$ cat src/rtl/spi_master_bmp280_if.sv
// Bundles the BMP280 SPI master's FSM-side handshake and sensor-side pins.
// The master modport is the SPI block's view; the slave modport is the peer's view.
interface spi_master_bmp280_if #(
    parameter int unsigned DATA_WIDTH_SPI_CONFIG = 16
);
    logic                             enable_spi;
    logic [DATA_WIDTH_SPI_CONFIG-1:0] tx_byte_spi;
    logic [DATA_WIDTH_SPI_CONFIG-1:0] rx_byte_spi;
    logic                             busy_spi;
    logic                             complete_spi;
    logic                             sclk;
    logic                             mosi;
    logic                             miso;
    logic                             cs_n;

    modport master (
        input  enable_spi,
        input  tx_byte_spi,
        input  miso,
        output rx_byte_spi,
        output busy_spi,
        output complete_spi,
        output sclk,
        output mosi,
        output cs_n
    );

    modport slave (
        output enable_spi,
        output tx_byte_spi,
        output miso,
        input  rx_byte_spi,
        input  busy_spi,
        input  complete_spi,
        input  sclk,
        input  mosi,
        input  cs_n
    );
endinterface

$ cat src/rtl/spi_master_bmp280.sv
// SPI mode-0 master for the BMP280: shifts one address+data frame out MSB-first,
// captures the same number of MISO bits, and pulses complete_spi at frame end.
// Frames repeat back-to-back while enable_spi is held, separated by a CS-high gap.
module spi_master_bmp280 #(
    parameter int unsigned CLK_FPGA              = 50000000,
    parameter int unsigned CLK_SPI               = 5000000,
    parameter int unsigned DATA_WIDTH_SPI_CONFIG = 16,
    parameter int unsigned CS_GAP_CYCLES         = 10
) (
    input  logic                 clk,
    input  logic                 rst_n,
    spi_master_bmp280_if.master  bus
);

    localparam int unsigned W            = DATA_WIDTH_SPI_CONFIG;
    localparam int unsigned HALF_DIV_RAW = CLK_FPGA / (2 * CLK_SPI);
    localparam int unsigned HALF_DIV     = (HALF_DIV_RAW < 1) ? 1 : HALF_DIV_RAW;
    localparam int unsigned DIV_W        = (HALF_DIV > 1) ? $clog2(HALF_DIV) : 1;
    localparam int unsigned BIT_W        = $clog2(W + 1);
    localparam int unsigned GAP_W        = (CS_GAP_CYCLES > 1) ? $clog2(CS_GAP_CYCLES) : 1;

    localparam logic [DIV_W-1:0] DIV_LAST   = DIV_W'(HALF_DIV - 1);
    localparam logic [BIT_W-1:0] BIT_ALL    = BIT_W'(W);
    localparam logic [BIT_W-1:0] BIT_PENULT = BIT_W'(W - 1);
    localparam logic [GAP_W-1:0] GAP_LAST   = GAP_W'(CS_GAP_CYCLES - 1);

    typedef enum logic [2:0] {
        ST_IDLE,
        ST_CS_SETUP,
        ST_SHIFT,
        ST_CS_HOLD,
        ST_GAP
    } state_t;

    state_t           state_q,    state_d;
    logic [DIV_W-1:0] div_q,      div_d;
    logic [BIT_W-1:0] bit_q,      bit_d;
    logic [GAP_W-1:0] gap_q,      gap_d;
    logic [W-1:0]     tx_sh_q,    tx_sh_d;
    logic [W-1:0]     rx_sh_q,    rx_sh_d;
    logic [W-1:0]     rx_byte_q,  rx_byte_d;
    logic             cs_n_q,     cs_n_d;
    logic             sclk_q,     sclk_d;
    logic             complete_q, complete_d;
    logic             div_done;

    assign div_done = (div_q == DIV_LAST);

    // State and datapath registers; synchronous active-low reset.
    always_ff @(posedge clk) begin
        if (!rst_n) begin
            state_q    <= ST_IDLE;
            div_q      <= '0;
            bit_q      <= '0;
            gap_q      <= '0;
            tx_sh_q    <= '0;
            rx_sh_q    <= '0;
            rx_byte_q  <= '0;
            cs_n_q     <= 1'b1;
            sclk_q     <= 1'b0;
            complete_q <= 1'b0;
        end else begin
            state_q    <= state_d;
            div_q      <= div_d;
            bit_q      <= bit_d;
            gap_q      <= gap_d;
            tx_sh_q    <= tx_sh_d;
            rx_sh_q    <= rx_sh_d;
            rx_byte_q  <= rx_byte_d;
            cs_n_q     <= cs_n_d;
            sclk_q     <= sclk_d;
            complete_q <= complete_d;
        end
    end

    // Next-state and datapath updates for the frame sequencer.
    always_comb begin
        state_d    = state_q;
        div_d      = div_q;
        bit_d      = bit_q;
        gap_d      = gap_q;
        tx_sh_d    = tx_sh_q;
        rx_sh_d    = rx_sh_q;
        rx_byte_d  = rx_byte_q;
        cs_n_d     = cs_n_q;
        sclk_d     = sclk_q;
        complete_d = 1'b0;

        unique case (state_q)
            ST_IDLE: begin
                if (bus.enable_spi) begin
                    tx_sh_d = bus.tx_byte_spi;
                    cs_n_d  = 1'b0;
                    bit_d   = '0;
                    div_d   = '0;
                    state_d = ST_CS_SETUP;
                end
            end

            ST_CS_SETUP: begin
                if (div_done) begin
                    div_d   = '0;
                    sclk_d  = 1'b1;
                    rx_sh_d = {rx_sh_q[W-2:0], bus.miso};
                    state_d = ST_SHIFT;
                end else begin
                    div_d = div_q + 1'b1;
                end
            end

            ST_SHIFT: begin
                if (div_done) begin
                    div_d = '0;
                    if (sclk_q) begin
                        // Falling edge: the last one leaves mosi on the final bit.
                        sclk_d = 1'b0;
                        bit_d  = bit_q + 1'b1;
                        if (bit_q != BIT_PENULT) begin
                            tx_sh_d = {tx_sh_q[W-2:0], 1'b0};
                        end
                    end else if (bit_q == BIT_ALL) begin
                        // Last bit has had a full low half-period; release to hold.
                        state_d = ST_CS_HOLD;
                    end else begin
                        sclk_d  = 1'b1;
                        rx_sh_d = {rx_sh_q[W-2:0], bus.miso};
                    end
                end else begin
                    div_d = div_q + 1'b1;
                end
            end

            ST_CS_HOLD: begin
                if (div_done) begin
                    div_d      = '0;
                    cs_n_d     = 1'b1;
                    rx_byte_d  = rx_sh_q;
                    complete_d = 1'b1;
                    gap_d      = '0;
                    state_d    = ST_GAP;
                end else begin
                    div_d = div_q + 1'b1;
                end
            end

            ST_GAP: begin
                if (gap_q == GAP_LAST) begin
                    state_d = ST_IDLE;
                end else begin
                    gap_d = gap_q + 1'b1;
                end
            end

            default: begin
                state_d = ST_IDLE;
            end
        endcase
    end

    // mosi is the head of the TX shift register, so it holds between frames.
    assign bus.mosi         = tx_sh_q[W-1];
    assign bus.sclk         = sclk_q;
    assign bus.cs_n         = cs_n_q;
    assign bus.rx_byte_spi  = rx_byte_q;
    assign bus.complete_spi = complete_q;
    assign bus.busy_spi     = (state_q != ST_IDLE);

endmodule

$ cat src/flat_wrapper.sv
// flat-port wrapper written by rule: the top's interface ports become plain ports
module spi_master_bmp280_flat 
#(
    parameter int unsigned CLK_FPGA              = 50000000,
    parameter int unsigned CLK_SPI               = 5000000,
    parameter int unsigned DATA_WIDTH_SPI_CONFIG = 16,
    parameter int unsigned CS_GAP_CYCLES         = 10
)
  (clk, rst_n, bus_enable_spi, bus_tx_byte_spi, bus_miso, bus_rx_byte_spi, bus_busy_spi, bus_complete_spi, bus_sclk, bus_mosi, bus_cs_n);
  spi_master_bmp280_if #(.DATA_WIDTH_SPI_CONFIG(DATA_WIDTH_SPI_CONFIG)) bus_i ();
  input  logic clk;
  input  logic rst_n;
  input wire logic [$bits(bus_i.enable_spi)-1:0] bus_enable_spi;
  input wire logic [$bits(bus_i.tx_byte_spi)-1:0] bus_tx_byte_spi;
  input wire logic [$bits(bus_i.miso)-1:0] bus_miso;
  output wire logic [$bits(bus_i.rx_byte_spi)-1:0] bus_rx_byte_spi;
  output wire logic [$bits(bus_i.busy_spi)-1:0] bus_busy_spi;
  output wire logic [$bits(bus_i.complete_spi)-1:0] bus_complete_spi;
  output wire logic [$bits(bus_i.sclk)-1:0] bus_sclk;
  output wire logic [$bits(bus_i.mosi)-1:0] bus_mosi;
  output wire logic [$bits(bus_i.cs_n)-1:0] bus_cs_n;
  assign bus_i.enable_spi = bus_enable_spi;
  assign bus_i.tx_byte_spi = bus_tx_byte_spi;
  assign bus_i.miso = bus_miso;
  assign bus_rx_byte_spi = bus_i.rx_byte_spi;
  assign bus_busy_spi = bus_i.busy_spi;
  assign bus_complete_spi = bus_i.complete_spi;
  assign bus_sclk = bus_i.sclk;
  assign bus_mosi = bus_i.mosi;
  assign bus_cs_n = bus_i.cs_n;
  spi_master_bmp280 #(.CLK_FPGA(CLK_FPGA), .CLK_SPI(CLK_SPI), .DATA_WIDTH_SPI_CONFIG(DATA_WIDTH_SPI_CONFIG), .CS_GAP_CYCLES(CS_GAP_CYCLES)) u_core (.clk(clk), .rst_n(rst_n), .bus(bus_i));
endmodule
$ cat config.mk
export PLATFORM = sky130hd
export DESIGN_NAME = spi_master_bmp280_flat
export DESIGN_NICKNAME = d
export VERILOG_FILES = /design/src/rtl/spi_master_bmp280_if.sv /design/src/rtl/spi_master_bmp280.sv /design/src/flat_wrapper.sv
export SDC_FILE = /design/constraint.sdc
export NUM_CORES = 1
export LEC_CHECK = 0
export CAP_MARGIN = 20
export CELL_PAD_IN_SITES_DETAIL_PLACEMENT = 0
export CELL_PAD_IN_SITES_GLOBAL_PLACEMENT = 2
export CORE_UTILIZATION = 34
export CTS_BUF_LIST = sky130_fd_sc_hd__clkbuf_4
export CTS_CLUSTER_SIZE = 12
export DETAILED_ROUTE_END_ITERATION = 10
export PLACE_DENSITY = 0.79
export SKIP_LAST_GASP = 1
export SLEW_MARGIN = 20
export SYNTH_ARGS = -nofsm -noshare
export SYNTH_HDL_FRONTEND = slang
export SYNTH_SLANG_ARGS = --single-unit
$ cat constraint.sdc
create_clock -name clk -period 2.3 [get_ports clk]
set_input_delay 0.345 -clock clk [delete_from_list [all_inputs] [get_ports clk]]
set_output_delay 0.345 -clock clk [all_outputs]
set_load 0.005 [all_outputs]
==> results of run 1 <==
## metal layers
layer | up-vias | track usage [%] | routed length (µm)
li1 | 1246 | - | -
met1 | 1111 | 22.4 | 3480
met2 | 42 | 26.1 | 2950
met3 | 6 | 5.10 | 275
met4 | 0 | 4.62 | 68
met5 | - | 0 | 0
## registers in the layout, summed over array words and instances (netlist names)
name and flops:
u_core.bus.rx_byte_spi 16, u_core.rx_sh_q 16, u_core.tx_sh_q 16, u_core.bit_q 5, u_core.gap_q 4, u_core.div_q 3, u_core.state_q 3, u_core.bus.complete_spi 1
u_core.bus.cs_n 1, u_core.bus.sclk 1
## stage by stage
step                      util [%]  hold slack [ps]  cells
after floorplan                  -              428    332
after global placement        41.4              436    465
after detailed placement      41.4              444    465
after CTS                     43.0              463    480
after global routing          43.0              473    480
final                         43.0              459    480
## cell type report
type                            count  area share (%)
Clock buffer                       11            2.34
Clock inverter                      4            1.24
Inverter                            8           0.850
Multi-Input combinational cell    234            40.2
Sequential cell                    66            37.4
Tap cell                          105            3.72
Timing Repair Buffer               52            14.2
## cells in the mapped netlist (2+ instances only)
cell	count
a211oi_1	17
a21oi_1	51
a22oi_1	2
and2_1	3
buf_2	11
buf_4	3
clkbuf_1	8
dfxtp_1	66
ha_1	7
inv_1	8
mux2_2	2
mux2i_1	17
nand2_1	40
nand2b_1	3
nand3_1	21
nand4_1	2
nor2_1	14
nor3_1	3
o21ai_0	18
or2_2	3
or3_1	3
xnor2_1	4
xor2_1	3
## worst paths after layout
path	slack (ps)	end	start	cells after the start
worst max-delay path	230	bus_busy_spi	u_core.state_q[2]	2
worst min-delay path	460	u_core.bus.rx_byte_spi[12]	u_core.bus.rx_byte_spi[12]	2
worst max register to register	390	u_core.rx_sh_q[8]	u_core.state_q[1]	4
worst min register to register	460	u_core.bus.rx_byte_spi[12]	u_core.bus.rx_byte_spi[12]	2
## power by group
part | total (µW) | leakage (µW) | internal [µW] | switching, µW
Clock | 746 | 0.0000741 | 344 | 402
Sequential | 1210 | 0.000536 | 1180 | 26.1
Combinational | 230 | 0.000580 | 114 | 116
## worst max-delay path, stage by stage (launching register included)
cell             delay (ps)
dfxtp_1                 450
or3_1                   430
clkdlybuf4s50_1         450
## cells in the final DEF, fill, tap and decap left out, types with 14 or more instances in the layout
cell type | synthesis | layout
dfxtp_1 | 66 | 66
nand3_1 | 21 | 21
a21oi_1 | 51 | 51
nand2_1 | 40 | 40
a211oi_1 | 17 | 17
nor2_1 | 14 | 14
o21ai_0 | 18 | 18
clkdlybuf4s50_1 | 0 | 40
mux2i_1 | 17 | 17
## cells by family (layout without fill, tap and decap cells)
logic type / after synthesis / in the layout / synth area share (%)
compound gates: 99 / 99 / 20.1
xor+xnor: 7 / 7 / 2.12
fa+ha+maj: 7 / 7 / 3.03
buf+inv: 32 / 75 / 5.28
flops: 66 / 66 / 45.7
mux: 19 / 19 / 6.66
simple gates: 102 / 102 / 17.1
==> flow_summary.yaml, run 1 <==
outcome:
  status: "completed"
setup_path:
  critPathKind: "flip-flop to output pin"
  cp-end-kind: "output pin"
  cp.arrival_ps: 1730
  cp.required_ps: 1960
  cp_max_fo: 13
  startpoint_type: "flip-flop"
placement:
  finalWeightedCongestion: 0.769
  portBuffers: 40
  place_ws_ps: 426
  place_hpwl_mm: 4.40
  dpl_cell_area_um2: 3400
job:
  max_cap_violations: 0
synthesis:
  ys_types: 46
  synth_flop_cell: "dfxtp_1"
  netlist_area_um2: 2890
  synth_edf_count: 0
  ys_top_cells_by_area: "dfxtp_1 (46%), a21oi_1 (8.8%), mux2i_1 (5.9%)"
  synthCells: 332
  yosysTopAreaCell: "dfxtp_1"
  synth_seq_area_share_pct: 45.7
  synth_top_cell_area_share_pct: 45.7
  ys_warn_count: 0
  synth_nets: 359
  ys_seq_elements: 66
  avgSynthCellArea_um2: 8.71
  async_flop_share_pct: 0
clock_network:
  cts-root-buf: "clkbuf_4"
  path_clk_slew_ps: 100
  cts_max_level: 3
  cts_tree: "done"
  postCtsSetupBuffers: 0
  cts.repair.resized: 0
  cts_buffers: 9
  hold_buffers: 0
  cts.sink_count: 66
  clk_path_buf_depth: 2
  clk_latency_ps: 400
die:
  placementRows: 33
  start_util_pct: 35.2
  die_h_um: 94.2
  die_w_um: 94.2
  io_pins: 41
  core_area_um2: 8220
  dieArea_um2: 8880
drt:
  antenna_left: 0
  dr.pass1.iters: 4
  wire_per_inst_um: 14.1
  vias_per_cell: 5.01
  drtIter0Drc: 126
  drc: 0
  dr_total_vias: 2405
  drt_wl_total_mm: 6.77
timing:
  finalSetupViolCount: 0
  tns_ps: 0
  post-route-period-util_pct: 90.2
  finalClockSkew_ps: 9.02
  rsz0062_at_grt: "no"
  slew-limit-headroom_pct: 67.5
  timing.final.ws_setup_ps: 226
  maxSlewViolCount: 0
  fmax_mhz: 482
  hold_viol: 0
  worstMarginPinSlew_ps: 487
  min_period_ps: 2070
finish:
  n_fill_cell: 837
  drive_gt1_share_pct: 9.87
  multi_input_area_um2: 1420
  num_antenna_cells: 0
  layout.nets: 398
  regArea_um2: 1320
  area_delta_synth_final_pct: 22.1
  fin_area_um2: 3530
grt:
  grt_overflow: 0
  grt_pass1_wl_mm: 11.6
  antenna_found_initial: 0
  grt_usage_pct: 16.8
  grt_pass1_vias: 2340
  grt_max_degree: 30
power_and_ir_drop:
  ir_worst_vdd_mv: 0.329
  total_power_uw: 2180
  p_per_area_nw_per_um2: 618
  p_leak_uw: 0.00119
hold_path:
  hp-class: "flip-flop to flip-flop"
(Power assumes the default switching activity.)
==> inputs of run 2 (changes only) <==
--- a/config.mk
+++ b/config.mk
@@ -8,11 +8,12 @@
 export CAP_MARGIN = 20
 export CELL_PAD_IN_SITES_DETAIL_PLACEMENT = 0
 export CELL_PAD_IN_SITES_GLOBAL_PLACEMENT = 2
-export CORE_UTILIZATION = 34
+export CORE_UTILIZATION = 39
 export CTS_BUF_LIST = sky130_fd_sc_hd__clkbuf_4
 export CTS_CLUSTER_SIZE = 12
 export DETAILED_ROUTE_END_ITERATION = 10
-export PLACE_DENSITY = 0.79
+export DONT_BUFFER_PORTS = 1
+export PLACE_DENSITY = 0.77
 export SKIP_LAST_GASP = 1
 export SLEW_MARGIN = 20
 export SYNTH_ARGS = -nofsm -noshare
==> flow_summary.yaml, run 2 (synthesis gave the netlist of run 1 again) <==
setup_path:
  startpoint_type: "flip-flop"
  cp.required_ps: 2560
  timing.rr.end: "u_core.rx_sh_q[9]"
  cp.arrival_ps: 2090
  reg2reg_slack_ps: 470
  timing.rr.start: "u_core.div_q[0]"
  critPathKind: "flip-flop to flip-flop"
  cp-end-kind: "flip-flop"
  worstRegToRegCells: 6
  cp_max_fo: 16
hold_path:
  hold_path_end: "u_core.gap_q[0]"
  hp-class: "input port to flip-flop"
  min_delay_path_depth: 1
  worstHoldStart: "rst_n"
die:
  start_util_pct: 40.1
  dieArea_um2: 7770
  die_w_um: 88.1
  die_h_um: 88.1
  placementRows: 31
  io_pins: 41
  core_area_um2: 7210
clock_network:
  cts_buffers: 9
  cts-root-buf: "clkbuf_4"
  path_clk_slew_ps: 110
  hold_buffers: 0
  cts.repair.resized: 0
  clk_latency_ps: 400
  cts.sink_count: 66
  cts_tree: "done"
  clk_path_buf_depth: 2
  postCtsSetupBuffers: 0
  cts_max_level: 3
timing:
  tns_ps: 0
  worstMarginPinSlew_ps: 638
  finalSetupViolCount: 0
  min_period_ps: 1830
  rsz0062_at_grt: "no"
  finalClockSkew_ps: 12.3
  timing.final.ws_setup_ps: 471
  maxSlewViolCount: 0
  slew-limit-headroom_pct: 57.5
  hold_viol: 0
  fmax_mhz: 547
  post-route-period-util_pct: 79.5
grt:
  grt_pass1_wl_mm: 10.6
  grt_max_degree: 58
  grt_usage_pct: 17.7
  grt_overflow: 0
  grt_pass1_vias: 2183
  antenna_found_initial: 0
drt:
  wire_per_inst_um: 14.7
  drtIter0Drc: 81
  drt_wl_total_mm: 6.35
  antenna_left: 0
  vias_per_cell: 5.37
  dr.pass1.iters: 4
  drc: 0
  dr_total_vias: 2320
placement:
  finalWeightedCongestion: 0.747
  place_ws_ps: 481
  portBuffers: 0
  dp_cells: 417
  place_hpwl_mm: 3.95
finish:
  n_fill_cell: 778
  layout.nets: 356
  final_cell_mix: "dfxtp_1 (66), a21oi_1 (51), nand2_1 (40)"
  layout_commonest_cell: "dfxtp_1"
  multi_input_area_um2: 1420
  drive_gt1_share_pct: 10.8
  fin_cells: 432
  area_delta_synth_final_pct: 6.36
  regArea_um2: 1320
  num_antenna_cells: 0
power_and_ir_drop:
  ir_worst_vdd_mv: 0.252
  p_per_area_nw_per_um2: 660
  p_leak_uw: 0.00101
job:
  max_cap_violations: 0
outcome:
  status: "completed"
-- run 2: cell types whose count changed in the layout (fill, tap and decap cells not counted), sizes merged --
cell           delta
buf               -2
clkinv            -1
clkdlybuf4s50    -40
clkbuf            -1
clkinvlp          +3
bufinv            -1
-- run 2: how the worst max path moves through the flow --
stage	startpoint	cells after the start	slack, ps	end
2_1_floorplan	u_core.bit_q[0]	8	560	u_core.tx_sh_q[12]
3_3_place_gp	u_core.div_q[0]	6	520	u_core.rx_sh_q[9]
3_5_place_dp	u_core.div_q[0]	6	480	u_core.rx_sh_q[15]
4_1_cts	u_core.div_q[0]	6	450	u_core.rx_sh_q[9]
5_1_grt	u_core.div_q[0]	6	270	u_core.rx_sh_q[6]
6_report	u_core.div_q[0]	6	470	u_core.rx_sh_q[9]
-- run 2: where the power goes --
part           total [µW]  switching [µW]  internal (µW)  leakage, µW
logic                 172             103           68.8     0.000420
clock network         647             423            224    0.0000543
registers            1210            28.8           1180     0.000536
total                2030             555           1470      0.00101
-- run 2: per-layer routing --
layer	vias up	global-route usage, %	part of all wire (%)
met1	1113	23.8	52
met3	8	3.68	3.1
met4	0	7.92	1.4
met5	-	0	0
li1	1168	-	-
met2	31	27.5	44
-- run 2: worst max-delay path, stage by stage (launching register included) --
cell,delay (ps)
dfxtp_1,350
inv_1,60
ha_1,250
nand2_1,120
or3_1,590
o21ai_0,250
a21oi_1,80
-- run 2: area by class of cell --
cell class / count / area share (%)
clock buffers: 10 / 2.44
clock inverters: 5 / 1.06
inverters: 8 / 0.976
multi-input cells: 234 / 46.1
flip-flops and latches: 66 / 42.9
well taps: 99 / 4.03
repair buffers: 10 / 2.44
-- run 2: stage by stage --
| step | cell area [µm²] | total power, µW | hold slack [ps] | utilization [%] |
|---|---|---|---|---|
| 6_report | 3080 | 2030 | 72.5 | 42.6 |
| 5_1_grt | 3080 | 2140 | 60.8 | 42.6 |
| 4_1_cts | 3080 | 2070 | 50.6 | 42.6 |
| 3_5_place_dp | 2970 | 1410 | 442 | 41.2 |
| 3_3_place_gp | 2970 | 1410 | 448 | 41.2 |
| 2_1_floorplan | 2890 | 1370 | 428 | - |
==> inputs of run 3 (changes only) <==
==> constraint.sdc (replaced) <==
create_clock -name clk -period 1.9 [get_ports clk]
set_input_delay 0.285 -clock clk [delete_from_list [all_inputs] [get_ports clk]]
set_output_delay 0.285 -clock clk [all_outputs]
set_load 0.005 [all_outputs]
==> flow_summary.yaml, run 3 (synthesis gave the netlist of run 1 again) <==
finish:
  multi_input_area_um2: 1420
  final_cell_mix: "dfxtp_1 (66), a21oi_1 (51), nand2_1 (40)"
  n_fill_cell: 773
  num_antenna_cells: 0
  layout.nets: 364
  layout_commonest_cell: "dfxtp_1"
  drive_gt1_share_pct: 12.3
  regArea_um2: 1320
  area_delta_synth_final_pct: 11.4
  fin_cells: 441
grt:
  grt_max_degree: 58
  grt_pass1_wl_mm: 10.8
  antenna_found_initial: 0
  grt_usage_pct: 18.1
  grt_overflow: 0
  grt_pass1_vias: 2210
clock_network:
  clk_latency_ps: 410
  postCtsSetupBuffers: 0
  cts_max_level: 3
  cts_tree: "done"
  cts_buffers: 9
  clk_path_buf_depth: 2
  cts.sink_count: 66
  path_clk_slew_ps: 120
  cts-root-buf: "clkbuf_4"
placement:
  dp_cells: 422
  place_hpwl_mm: 4.03
  portBuffers: 0
  finalWeightedCongestion: 0.753
  place_ws_ps: 139
setup_path:
  critPathTopFamily: "compound AO/OA/AOI/OAI gates"
  reg2reg_slack_ps: 170
  cp.depth: 7
  worstRegToRegCells: 7
  cp.arrival_ps: 2020
  startpoint_type: "flip-flop"
  cp-end-kind: "flip-flop"
  cpPeakStageDelay_ps: 400
  cp_slowest_cell: "a21oi_1"
  cp_max_fo: 4
  cp.required_ps: 2190
  timing.rr.end: "u_core.bit_q[4]"
  timing.rr.start: "u_core.div_q[0]"
  cp_num_buf_inv: 2
  path_cells: "inv_1 -> ha_1 -> buf_4 -> nand4_2 -> a21oi_1 -> mux2i_1 -> nor2_1"
  critPathKind: "flip-flop to flip-flop"
timing:
  worstMarginPinSlew_ps: 416
  hold_viol: 0
  finalSetupViolCount: 0
  fmax_mhz: 579
  rsz0062_at_grt: "yes"
  finalClockSkew_ps: 17.3
  timing.final.ws_setup_ps: 173
  slew-limit-headroom_pct: 72.2
  tns_ps: 0
  post-route-period-util_pct: 90.9
  maxSlewViolCount: 0
  min_period_ps: 1730
drt:
  antenna_left: 0
  dr_total_vias: 2323
  wire_per_inst_um: 14.5
  drtIter0Drc: 107
  drt_wl_total_mm: 6.40
  dr.pass1.iters: 4
  drc: 0
  vias_per_cell: 5.27
job:
  max_cap_violations: 0
hold_path:
  min_delay_path_depth: 2
  hold_path_end: "u_core.tx_sh_q[0]"
  worstHoldStart: "rst_n"
  hp-class: "input port to flip-flop"
outcome:
  status: "completed"
die:
  core_area_um2: 7210
  io_pins: 41
  placementRows: 31
  dieArea_um2: 7770
  die_h_um: 88.1
  start_util_pct: 40.1
  die_w_um: 88.1
power_and_ir_drop:
  p_per_area_nw_per_um2: 860
  ir_worst_vdd_mv: 0.552
  p_leak_uw: 0.00107
-- run 3: cell types whose count changed in the layout (fill, tap and decap cells not counted), moves of 2 or more --
cell,previous run,this run
dlygate4sd3_1,0,3
clkinv_2,2,0
bufinv_16,0,2
buf_4,10,12
buf_6,0,2
clkinvlp_4,3,1
clkinv_1,0,2
-- run 3: worst max path at each step --
stage                      start                 end  slack, ps
2_1_floorplan    u_core.bit_q[0]  u_core.tx_sh_q[12]        160
3_3_place_gp     u_core.bit_q[0]   u_core.rx_sh_q[7]        180
3_5_place_dp   u_core.state_q[1]  u_core.tx_sh_q[11]        140
4_1_cts        u_core.state_q[1]   u_core.tx_sh_q[4]        120
5_1_grt          u_core.div_q[0]     u_core.bit_q[4]        -20
6_report         u_core.div_q[0]     u_core.bit_q[4]        170
-- run 3: through the flow --
| step | hold slack (ps) | power [µW] | util, % | area (µm²) |
|---|---|---|---|---|
| 2_1_floorplan | 407 | 1660 | - | 2890 |
| 3_3_place_gp | 412 | 1720 | 41.8 | 3020 |
| 3_5_place_dp | 413 | 1730 | 41.8 | 3020 |
| 4_1_cts | 3.39 | 2810 | 44.5 | 3210 |
| 5_1_grt | 11.4 | 2910 | 44.7 | 3220 |
| 6_report | 13.4 | 2770 | 44.7 | 3220 |
-- run 3: layout make-up --
type                    instances  share of cell area [%]
multi-input cells             234                    44.2
flip-flops and latches         66                    41.0
repair buffers                 18                    5.05
well taps                      99                    3.84
clock inverters                 7                    2.87
clock buffers                   9                    2.10
inverters                       8                   0.932
-- run 3: where the power goes --
group	internal [µW]	switching (µW)
clock network	532	540
logic	102	134
registers	1430	34.0
-- run 3: routing by layer --
metal | part of all wire (%) | vias up | track usage [%]
li1 | - | 1190 | -
met1 | 50 | 1088 | 24.4
met2 | 44 | 34 | 27.5
met3 | 4.0 | 11 | 4.15
met4 | 1.9 | 0 | 8.36
met5 | 0 | - | 0
-- run 3: timing repair --
action	in CTS	in global routing
resized for setup	0	4
setup endpoints to repair	0	14
hold buffers	3	0
hold endpoints to repair	4	0
